`src/rtl/pc_stack_counter.sv`:
```
// rtl/pc_stack_counter.sv - program counter with load, increment and call/return stack
module pc_stack_counter #(
  parameter int WIDTH = 4,
  parameter int DEPTH = 4
) (
  input  logic             clk,
  input  logic             rst_n,
  input  logic             clr_n,
  input  logic [WIDTH-1:0] data_in,
  input  logic             lp,
  input  logic             cp,
  input  logic             ep,
  input  logic             call,
  input  logic             ret,
  output logic [WIDTH-1:0] pc,
  output logic [WIDTH-1:0] data_out,
  output logic             data_oe,
  output logic             wrap,
  output logic             stk_full,
  output logic             stk_empty,
  output logic             stk_err
);

  localparam int CW = $clog2(DEPTH + 1);
  localparam int AW = (DEPTH > 1) ? $clog2(DEPTH) : 1;

  logic [WIDTH-1:0] stk_mem [0:(1<<AW)-1];
  logic [CW-1:0]    count;
  logic [CW-1:0]    top;
  logic [WIDTH-1:0] pc_inc;
  logic             push;
  logic             pop;

  assign pc_inc    = pc + 1'b1;
  assign top       = count - 1'b1;
  assign stk_full  = (count == CW'(DEPTH));
  assign stk_empty = (count == '0);
  assign data_out  = pc & {WIDTH{data_oe}};

  // Priority chain: clear > load > call > return > count > hold.
  assign push = clr_n && !lp && call && !stk_full;
  assign pop  = clr_n && !lp && !call && ret && !stk_empty;

  always_ff @(posedge clk or negedge rst_n) begin
    if (!rst_n) begin
      pc      <= '0;
      count   <= '0;
      stk_err <= 1'b0;
      wrap    <= 1'b0;
      data_oe <= 1'b0;
    end else begin
      data_oe <= ep;
      wrap    <= 1'b0;
      if (!clr_n) begin
        pc      <= '0;
        count   <= '0;
        stk_err <= 1'b0;
      end else if (lp) begin
        pc <= data_in;
      end else if (call) begin
        if (push) begin
          pc    <= data_in;
          count <= count + 1'b1;
        end else begin
          stk_err <= 1'b1;
        end
      end else if (ret) begin
        if (pop) begin
          pc    <= stk_mem[top[AW-1:0]];
          count <= top;
        end else begin
          stk_err <= 1'b1;
        end
      end else if (cp) begin
        pc   <= pc_inc;
        wrap <= &pc;
      end
    end
  end

  // Entry contents need no reset; only the count decides validity.
  always_ff @(posedge clk) begin
    if (push) begin
      stk_mem[count[AW-1:0]] <= pc_inc;
    end
  end

endmodule
```
`config.mk`:
```
export PLATFORM = sky130hd
export DESIGN_NAME = pc_stack_counter
export DESIGN_NICKNAME = d
export VERILOG_FILES = /design/src/rtl/pc_stack_counter.sv
export SDC_FILE = /design/constraint.sdc
export NUM_CORES = 1
export LEC_CHECK = 0
export BUFFER_PORTS_ARGS = -buffer_cell sky130_fd_sc_hd__buf_4
export CAP_MARGIN = 20
export CORE_ASPECT_RATIO = 1.4
export CORE_MARGIN = 2
export CORE_UTILIZATION = 58
export DETAILED_ROUTE_END_ITERATION = 16
export PLACE_DENSITY = 0.83
export SETUP_SLACK_MARGIN = 0.02
export SYNTH_ARGS = -nofsm -noshare
export SYNTH_HDL_FRONTEND = slang
export SYNTH_SLANG_ARGS = --single-unit
```
`constraint.sdc`:
```
create_clock -name clk -period 4 [get_ports clk]
set_clock_uncertainty 0.2 [all_clocks]
set_input_delay 1 -clock clk [delete_from_list [all_inputs] [get_ports clk]]
set_output_delay 1 -clock clk [all_outputs]
set_load 0.02 [all_outputs]
```
; ---- Word level (Yosys, flattened, before mapping)
; Memories as Yosys holds them, arrays and structs flattened.
; Cells that the tools add are included.
[op_classes]
eq_ne = 10
mux = 26
n_reduce_logical = 15
n_addsub = 3
bitwise = 1
[op_table]
columns = op, n
row1 = $mux W4, 7
row2 = $mux W3, 6
row3 = $mux W1, 13
row4 = $reduce_and A4 Y1, 3
row5 = $logic_and A1 B1 Y1, 6
row6 = $ne A3 B1 Y1 const B, 2
row7 = $ne A3 B3 Y1 const B, 2
row8 = $ne A5 B1 Y1 const B, 1
row9 = $ne A5 B4 Y1 const B, 1
row10 = $add A4 B1 Y4 const B, 1
row11 = $and A4 B4 Y4, 1
row12 = $logic_not A1 Y1, 4
row13 = $ne A4 B3 Y1 const B, 1
row14 = $add A3 B1 Y3 const B, 1
row15 = $eq A3 B3 Y1 const B, 1
row16 = $logic_not A3 Y1, 1
row17 = $ne A3 B2 Y1 const B, 1
row18 = $reduce_and A3 Y1, 1
row19 = $sub A3 B1 Y3 const B, 1
row20 = $ne A2 B2 Y1 const B, 1
[totals]
register_bits = 10
wordCells = 61
ramBits = 16
input_bits = 12
n_memories = 1
[mem_list]
columns = name, depth, width, rd, rd_clocked_by_memory_dff, write_ports, line_no
row1 = stk_mem, 4, 4, 1, 0, 1, 27  ; logic [WIDTH-1:0] stk_mem [0:(1<<AW)-1];

; ---- Longest topological paths before layout
; Gate-level depths: netlist (run 1).
[depth]
depth_word = 10
mapped_depth = 7

; ---- Worst setup path after synthesis (run 1)
; No wires, ideal clock.
[synth_path]
kind = reg2out
from = register count[0]
to = output stk_empty
setup_slack_ps = 1715
arrival_time_ps = 1085
t_required_ps = 2800
n_path_buf = 1
stages_incl_launch_ff = 5
path_cell_list = dfrtp_1 > buf_6 > inv_1 > ha_1 > nor2b_2
[synth_between]
elab_chain_cells = 1
[synth_rtl]
columns = item, line_no
row1 = from (decl), 28  ; logic [CW-1:0] count;
row2 = from (signal assigned), 63  ; count <= count + 1'b1;
row3 = from (signal assigned), 70  ; count <= top;
row4 = $logic_not A3 Y1, 37  ; assign stk_empty = (count == '0);
row5 = to (decl), 20  ; output logic stk_empty,
; Every way passes these cells.

; ---- Worst setup path in the final report (run 1)
; Same ends and word-level chain as after synthesis.

==> results of run 1 <==
[worst paths after layout]
check | start | cells after the start | endpoint
setup / recovery | count[0] | 4 | stk_empty
hold / removal | rst_n | 1 | count[0]
setup reg to reg | count[0] | 6 | pc[3]
hold reg to reg | stk_err | 1 | stk_err
max in group asynchronous | rst_n | 1 | pc[1]
min in group clk | stk_err | 1 | stk_err
[worst register-to-register path, stage by stage, from the launching register on]
cell and delay (ns):
sky130_fd_sc_hd__dfrtp_1 0.67, sky130_fd_sc_hd__inv_1 0.18, sky130_fd_sc_hd__ha_1 0.44, sky130_fd_sc_hd__nand2b_1 0.16, sky130_fd_sc_hd__o22ai_1 0.07, sky130_fd_sc_hd__a2111o_1 0.39, sky130_fd_sc_hd__a32o_1 0.25
[metal layers]
layer  GRT usage, %  vias to the layer above  wire length (um)
met5              0                        -                 0
met4          14.72                        0                93
met3          2.679                        9                90
met2          37.68                       29              1419
met1          29.33                      446              1153
li1               -                      449                 -
[metrics by stage]
stage / hold WS [ns] / utilization, % / area (um2) / worst slack (ns) / cells
final: 0.2640 / 71.67 / 1560 / 1.008 / 153
after global routing: 0.2482 / 71.67 / 1560 / 0.8840 / 153
after CTS: 0.2724 / 71.67 / 1560 / 1.001 / 153
after detailed placement: 0.2898 / 69.25 / 1508 / 1.383 / 149
after global placement: 0.2765 / 69.25 / 1508 / 1.463 / 149
after floorplan: 0.3561 / - / 1339 / 1.715 / 107
[cells by family (layout without fill, tap and decap cells)]
logic type                 after synthesis  after routing  share of synthesized area (%)
and+or+nand+nor                         31             31                          13.36
muxes                                    8              8                          7.850
buffers and inverters                   10             34                          4.580
AOI/OAI and AO/OA                       23             23                          12.06
DFF                                     26             26                          54.58
xor gates and xnor gates                 3              3                          1.963
adders and majority gates                6              6                          5.607
[power by group through the flow]
| stage | sequential (mW) | combinational (mW) | clock, mW |
|---|---|---|---|
| global placement | 0.319 | 0.110 | 0 |
| CTS | 0.314 | 0.115 | 0.179 |
| detailed placement | 0.319 | 0.113 | 0 |
| floorplan | 0.320 | 0.0716 | 0 |
| global route | 0.316 | 0.125 | 0.192 |
| finish | 0.314 | 0.115 | 0.179 |
[registers in the layout, indices dropped and copies added (netlist names)]
| register | flops |
|---|---|
| count | 3 |
| data_oe | 1 |
| pc | 4 |
| stk_err | 1 |
| stk_mem | 16 |
| wrap | 1 |
[cell usage in the layout, fill, tap and decap left out, types with 2 or more instances in the layout]
master                     instances
sky130_fd_sc_hd__a22o_1            3
sky130_fd_sc_hd__nor2_1            6
sky130_fd_sc_hd__nand2_1           4
sky130_fd_sc_hd__or3_1             2
sky130_fd_sc_hd__clkbuf_4          3
sky130_fd_sc_hd__edfxtp_1         16
sky130_fd_sc_hd__inv_1             6
sky130_fd_sc_hd__a21oi_1           6
sky130_fd_sc_hd__nand3_1           2
sky130_fd_sc_hd__mux4_2            2
sky130_fd_sc_hd__dfrtp_1          10
sky130_fd_sc_hd__buf_4            24
sky130_fd_sc_hd__o21ai_0           4
sky130_fd_sc_hd__mux2i_1           6
sky130_fd_sc_hd__nand2b_1          2
sky130_fd_sc_hd__xor2_1            2
sky130_fd_sc_hd__ha_1              6
sky130_fd_sc_hd__and2_1            5
sky130_fd_sc_hd__and3_1            4
[area by class of cell]
cell class                 count  area, um2  area share [%]
clock inverter                 1      30.03           1.925
clock buffer                   3      22.52           1.443
timing repair buffer          24      180.2           11.55
sequential                    26      730.7           46.83
inverter                       6      22.52           1.443
tap                           22      27.53           1.764
multi-input combinational     71      546.8           35.04
==> results.yml, run 1 <==
route:
  remaining_drc_errors: 0
  average_wire_per_standard_cell_um: 18.01
  drt.antenna.violating_nets: 0
  dr_total_vias: 933
  drt_iter0_drc: 35
  detail_route.vias_per_cell: 6.098
  drt_pass1_iterations: 4
  route.final.wire_length_um: 2755
timing:
  totalNegativeSetupSlack_ns: 0
  tightestPinTransition_ns: 0.4766
  final_hold_viol_count: 0
  rsz0062_at_grt: "false"
  final-max-slew-violation-count: 0
  post-route-min-period_ns: 2.992
  max_slew_margin_pct: 68.23
  period_share_pct: 74.79
  fmaxAchievable_mhz: 334.3
  setup_violations: 0
clocking:
  clock_latency_ns: 0.33
  cts_root_buffer: "sky130_fd_sc_hd__clkbuf_4"
  cts.htree.levels: 1
  cts_resized: 0
  post_cts.repair.setup_buffers: 0
  numCtsBuffers: 3
  clk_pin_slew_worst_paths_ns: 0.14
  cts_tree: "yes"
  tritoncts_num_sinks: 26
  cts-root-to-sink-buffers: 2
  cts_hold_buf: 0
worst_setup_path:
  crit_chain: "inv_1 -> ha_1 -> nor2b_2 -> buf_4"
  r2r_slack_ns: 1.54
  timing.critical_path.max_delay_family: "flip-flops"
  cp_data_arrival_time_ns: 1.79
  critical_path_startpoint_category: "register"
  worst-path-buf-inv: 2
  cp_data_required_time_ns: 2.80
  endpoint_class_of_the_critical_path: "primary output"
  crit_slowest_cell: "sky130_fd_sc_hd__dfrtp_1"
  critical_path_peak_fanout: 11
  worst_path_largest_cell_delay_ns: 0.67
  crit_type: "register to primary output"
power_and_ir_drop:
  power.share.switching_pct: 25.56
  total_switching_power_mw: 0.1555
  share_seq_of_total_power_pct: 51.5
  power.internal_mw: 0.4528
  irDropWorstVdd_mv: 0.2711
  cellLeakagePower_nw: 0.6713
  cellPowerDensity_nw_per_um2: 389.9
  power_frac_comb_pct: 18.9
  total_power_mw: 0.6083
  power.share.clock_pct: 29.5
layout:
  areaGrowthSynthToFinish_pct: 16.54
  finish.net_count: 150
  fillCellCount: 163
  layout-drive-gt1-share_pct: 25.19
  antenna_cells: 0
run:
  number_of_max_capacitance_violations_reported: 0
placed_design:
  placement.io_buffers: 24
  hpwl_um: 2023
  routability_cong: 0.8108
yosys:
  yosys.area.top_type: "sky130_fd_sc_hd__edfxtp_1"
  syn-mean-instance-area_um2: 12.51
  ys_async_sr_fraction_pct: 38.46
  post-synth-top-count-cell: "sky130_fd_sc_hd__edfxtp_1"
  synth_cell_type_count: 37
  yosys_warnings: 0
  seq_area_frac_synth_pct: 54.58
  synth_enable_flop_cells: 16
  synth.top_cells.by_count: "sky130_fd_sc_hd__edfxtp_1 (16), sky130_fd_sc_hd__dfrtp_1 (10)"
  synth.top_cells.by_area: "sky130_fd_sc_hd__edfxtp_1 (36%), sky130_fd_sc_hd__dfrtp_1 (19%), sky130_fd_sc_hd__ha_1 (5.6%), sky130_fd_sc_hd__mux2i_1 (4.5%), sky130_fd_sc_hd__mux4_2 (3.4%)"
  synthesis.instances: 107
  yosys.area.top_type_share_pct: 35.89
  mappedNetlistNets: 125
  total_standard_cell_area_after_synthesis_um2: 1339
  synth_top_flop_cell: "sky130_fd_sc_hd__edfxtp_1"
  ys_seq_elements: 26
grt:
  first_global_vias: 959
  grt_first_pass_wirelength_um: 4422
  antenna_found_initial: 0
  grt_max_degree: 16
  grt.total_usage_pct: 23.26
  grt-ovfl-total: 0
floorplanning:
  chipHeight_um: 60.85
  floorplan.rows: 20
  die_w_um: 44.61
  core_ar_um2: 2177
  dieArea_um2: 2714
  io_pins: 25
  initial_utilization_pct: 61.49
min_path:
  worst_hold_path_type: "input pin to asynchronous set/reset pin"
run_status:
  run_status: "completed"
No activity file was read; power rests on OpenSTA's default activity.
==> inputs of run 2 (changes only) <==
CORE_UTILIZATION = 54   (was 58)
PLACE_DENSITY = 0.78   (was 0.83)
clock period = 2.82 ns   (was 4 ns; I/O delays follow)
==> results.yml, run 2 (synthesis gave the netlist of run 1 again) <==
run_status:
  run_status: "completed"
timing:
  totalNegativeSetupSlack_ns: 0
  post-route-min-period_ns: 2.648
  setup_violations: 0
  period_share_pct: 93.91
  setup_ws_ns: 0.1719
  final-max-slew-violation-count: 0
  tightestPinTransition_ns: 0.4642
  final_hold_viol_count: 0
  max_slew_margin_pct: 68.80
  fmaxAchievable_mhz: 377.6
  rsz0062_at_grt: "false"
placed_design:
  hpwl_um: 2037
  placement.io_buffers: 24
  routability_cong: 0.8724
  place_worst_setup_slack_ns: 0.4482
  dpl-instance-area_um2: 1509
power_and_ir_drop:
  irDropWorstVdd_mv: 0.3796
  total_power_mw: 0.8628
  total_switching_power_mw: 0.2197
  share_seq_of_total_power_pct: 51.5
  power.internal_mw: 0.6431
  power.share.clock_pct: 29.6
  power_frac_comb_pct: 18.9
  cellLeakagePower_nw: 0.6755
  cellPowerDensity_nw_per_um2: 549.0
  power.share.switching_pct: 25.47
worst_setup_path:
  reg2regPathDepth: 6
  worst_path_largest_cell_delay_ns: 0.65
  crit_end: "stk_empty"
  startpoint: "count[0]"
  cp_data_required_time_ns: 1.91
  count_of_cell_instances_traversed_by_the_critical_path: 4
  r2r_end: "pc[3]"
  timing.critical_path.max_delay_family: "flip-flops"
  crit_chain: "inv_1 -> ha_1 -> nor2b_2 -> buf_4"
  crit_type: "register to primary output"
  crit_slowest_cell: "sky130_fd_sc_hd__dfrtp_1"
  worst-path-buf-inv: 2
  cp_data_arrival_time_ns: 1.74
  r2r_slack_ns: 0.45
  worst_r2r_startpoint: "count[0]"
  critical_path_startpoint_category: "register"
  critical_path_peak_fanout: 11
  endpoint_class_of_the_critical_path: "primary output"
route:
  remaining_drc_errors: 0
  drt.antenna.violating_nets: 0
  drt_iter0_drc: 56
  dr_total_vias: 942
  route.final.wire_length_um: 2727
  drt_pass1_iterations: 4
  detail_route.vias_per_cell: 6.077
  average_wire_per_standard_cell_um: 17.59
floorplanning:
  initial_utilization_pct: 56.61
  io_pins: 25
  chipHeight_um: 62.92
  floorplan.rows: 21
  dieArea_um2: 2899
  core_ar_um2: 2365
  die_w_um: 46.08
grt:
  antenna_found_initial: 0
  grt_first_pass_wirelength_um: 4512
  first_global_vias: 912
  grt.total_usage_pct: 21.62
  grt-ovfl-total: 0
  grt_max_degree: 16
clocking:
  cts-root-to-sink-buffers: 2
  cts_hold_buf: 1
  clk_pin_slew_worst_paths_ns: 0.15
  clock_latency_ns: 0.33
  cts.htree.levels: 1
  cts_tree: "yes"
  numCtsBuffers: 3
  cts_root_buffer: "sky130_fd_sc_hd__clkbuf_4"
  cts_resized: 0
  tritoncts_num_sinks: 26
  post_cts.repair.setup_buffers: 0
layout:
  layout.cells.most_common_list: "sky130_fd_sc_hd__buf_4 (24), sky130_fd_sc_hd__edfxtp_1 (16), sky130_fd_sc_hd__dfrtp_1 (10)"
  final_area_um2: 1572
  most_common_cell_after_layout_fill_and_taps_aside: "sky130_fd_sc_hd__buf_4"
  finish.net_count: 151
  layout-drive-gt1-share_pct: 25.00
  areaGrowthSynthToFinish_pct: 17.38
  fillCellCount: 191
  number_of_flip_flops_under_the_largest_register_name: 16
  antenna_cells: 0
min_path:
  worst_hold_path_type: "input pin to register"
run:
  number_of_max_capacitance_violations_reported: 0
==> run 2: cell type report <==
class,count,area [um2],share of cell area (%)
clock buffers,3,22.52,1.433
clock inverters,1,30.03,1.911
inverters,6,22.52,1.433
multi-input cells,71,546.8,34.79
flip-flops and latches,26,730.7,46.50
well taps,23,28.78,1.831
repair buffers,25,190.2,12.10
==> run 2: worst min path at each step <==
stage                       start       end  slack, ns  cells past startpoint
after floorplan             rst_n  count[0]       0.21                      0
after global placement    stk_err   stk_err       0.29                      1
after detailed placement  stk_err   stk_err       0.29                      1
after CTS                      ep   data_oe       0.26                      1
after global routing           ep   data_oe       0.26                      1
final                          ep   data_oe       0.27                      1
==> run 2: power by group through the flow <==
stage | logic (mW) | registers (mW) | clock network [mW]
6_report | 0.163 | 0.444 | 0.255
5_1_grt | 0.179 | 0.447 | 0.272
4_1_cts | 0.164 | 0.444 | 0.261
3_5_place_dp | 0.162 | 0.453 | 0
3_3_place_gp | 0.157 | 0.452 | 0
2_1_floorplan | 0.102 | 0.454 | 0
==> run 2: worst register-to-register path, stage by stage (launching register included) <==
cell	delay [ns]
sky130_fd_sc_hd__dfrtp_1	0.65
sky130_fd_sc_hd__inv_1	0.16
sky130_fd_sc_hd__ha_1	0.42
sky130_fd_sc_hd__nand2b_1	0.16
sky130_fd_sc_hd__o22ai_1	0.07
sky130_fd_sc_hd__a2111o_1	0.39
sky130_fd_sc_hd__a32o_1	0.25
==> run 2: stage by stage <==
stage	instances	hold slack, ns	utilization [%]
2_1_floorplan	107	0.2094	-
3_3_place_gp	150	0.2870	63.81
3_5_place_dp	150	0.2863	63.81
4_1_cts	155	0.2632	66.46
5_1_grt	155	0.2617	66.46
6_report	155	0.2653	66.46
==> run 2: per-layer routing <==
layer | routed length [um] | vias to the layer above | GRT usage [%]
li1 | - | 448 | -
met1 | 1136 | 454 | 31.07
met2 | 1410 | 35 | 33.68
met3 | 133 | 5 | 1.734
met4 | 46 | 0 | 7.500
met5 | 0 | - | 0
==> inputs of run 3 (changes only) <==
BUFFER_PORTS_ARGS = -buffer_cell sky130_fd_sc_hd__buf_2   (was -buffer_cell sky130_fd_sc_hd__buf_4)
PLACE_DENSITY = 0.77   (was 0.78)
==> results.yml, run 3 (synthesis gave the netlist of run 1 again) <==
run_status:
  run_status: "completed"
layout:
  number_of_flip_flops_under_the_largest_register_name: 16
  layout-drive-gt1-share_pct: 24.43
  antenna_cells: 0
  layout.cells.most_common_list: "sky130_fd_sc_hd__buf_2 (24), sky130_fd_sc_hd__edfxtp_1 (16), sky130_fd_sc_hd__dfrtp_1 (10)"
  most_common_cell_after_layout_fill_and_taps_aside: "sky130_fd_sc_hd__buf_2"
  areaGrowthSynthToFinish_pct: 10.19
  final_core_util_pct: 62.38
  finish.net_count: 150
timing:
  period_share_pct: 94.36
  totalNegativeSetupSlack_ns: 0
  tightestPinTransition_ns: 0.4877
  rsz0062_at_grt: "false"
  post-route-min-period_ns: 2.661
  fmaxAchievable_mhz: 375.8
  final-max-slew-violation-count: 0
  setup_violations: 0
  final_hold_viol_count: 0
  max_slew_margin_pct: 67.48
floorplanning:
  initial_utilization_pct: 56.61
  floorplan.rows: 21
  core_ar_um2: 2365
  dieArea_um2: 2899
  chipHeight_um: 62.92
  die_w_um: 46.08
  io_pins: 25
grt:
  grt.total_usage_pct: 21.62
  grt-ovfl-total: 0
  antenna_found_initial: 0
  grt_first_pass_wirelength_um: 4567
  grt_max_degree: 15
  first_global_vias: 940
route:
  drt_pass1_iterations: 4
  drt.antenna.violating_nets: 0
  remaining_drc_errors: 0
  drt_iter0_drc: 22
  dr_total_vias: 949
  detail_route.vias_per_cell: 6.162
  average_wire_per_standard_cell_um: 17.82
  route.final.wire_length_um: 2745
power_and_ir_drop:
  share_seq_of_total_power_pct: 58.9
  cellLeakagePower_nw: 0.6451
  power.internal_mw: 0.5419
  cellPowerDensity_nw_per_um2: 511.3
  irDropWorstVdd_mv: 0.3496
  total_power_mw: 0.7542
  power.share.switching_pct: 28.15
  power.share.clock_pct: 20.9
  total_switching_power_mw: 0.2123
  power_frac_comb_pct: 20.2
placed_design:
  placement.io_buffers: 24
  routability_cong: 0.7749
  hpwl_um: 2095
clocking:
  cts_hold_buf: 0
  clock_latency_ns: 0.32
  tritoncts_num_sinks: 26
  cts.htree.levels: 1
  cts_root_buffer: "sky130_fd_sc_hd__clkbuf_4"
  post_cts.repair.setup_buffers: 0
  cts_resized: 0
  numCtsBuffers: 3
  clk_pin_slew_worst_paths_ns: 0.14
  cts_tree: "yes"
  cts-root-to-sink-buffers: 2
worst_setup_path:
  reg2regPathDepth: 6
  worst-path-buf-inv: 2
  critical_path_peak_fanout: 11
  cp_data_required_time_ns: 1.91
  timing.critical_path.max_delay_family: "flip-flops"
  endpoint_class_of_the_critical_path: "primary output"
  worst_r2r_startpoint: "count[0]"
  critical_path_startpoint_category: "register"
  crit_type: "register to primary output"
  worst_path_largest_cell_delay_ns: 0.67
  crit_slowest_cell: "sky130_fd_sc_hd__dfrtp_1"
  cp_data_arrival_time_ns: 1.76
  count_of_cell_instances_traversed_by_the_critical_path: 4
  crit_chain: "inv_1 -> ha_1 -> nor2b_2 -> buf_2"
  startpoint: "count[0]"
min_path:
  worst_hold_path_type: "input pin to asynchronous set/reset pin"
run:
  number_of_max_capacitance_violations_reported: 0
-- run 3: changes by cell type in the layout (fill, tap and decap cells not counted), sizes merged --
cell,change
bufinv,-1
clkbuf,+1
dlygate4sd3,-1
-- run 3: path summary, 6_finish.rpt --
| path | to | slack [ns] |
|---|---|---|
| min in group clk | data_oe | 0.30 |
| max | stk_empty | 0.16 |
| max in group asynchronous | pc[3] | 2.19 |
| min | stk_err | 0.02 |
| max reg2reg | pc[3] | 0.41 |
| min reg2reg | stk_err | 0.32 |
-- run 3: power by group through the flow --
stage / Clock (mW) / Sequential [mW] / Combinational [mW]
after floorplan: 0 / 0.454 / 0.102
after global placement: 0 / 0.451 / 0.146
after detailed placement: 0 / 0.452 / 0.151
after CTS: 0.161 / 0.444 / 0.152
after global routing: 0.176 / 0.447 / 0.165
final: 0.158 / 0.444 / 0.152
-- run 3: metal layers --
layer  GRT usage [%]  share of wire, %
met2           35.42                54
met1           29.13                42
met5               0                 0
met3           3.468               2.7
met4           5.357               1.1
-- run 3: metrics by stage --
step	area, um2	hold slack, ns	worst slack [ns]	std cells
global route	1475	0.01625	0.06692	154
finish	1475	0.02214	0.1592	154
global placement	1449	0.2750	0.5439	150
detailed placement	1449	0.2796	0.4404	150
CTS	1475	0.02550	0.1604	154
floorplan	1339	0.2094	0.7577	107
-- run 3: layout make-up --
cell class	instances	area [um2]
Fill cell	196	889.6
Sequential cell	26	730.7
Multi-Input combinational cell	71	546.8
Timing Repair Buffer	24	120.1
Tap cell	23	28.78
Clock buffer	4	26.28
Inverter	6	22.52
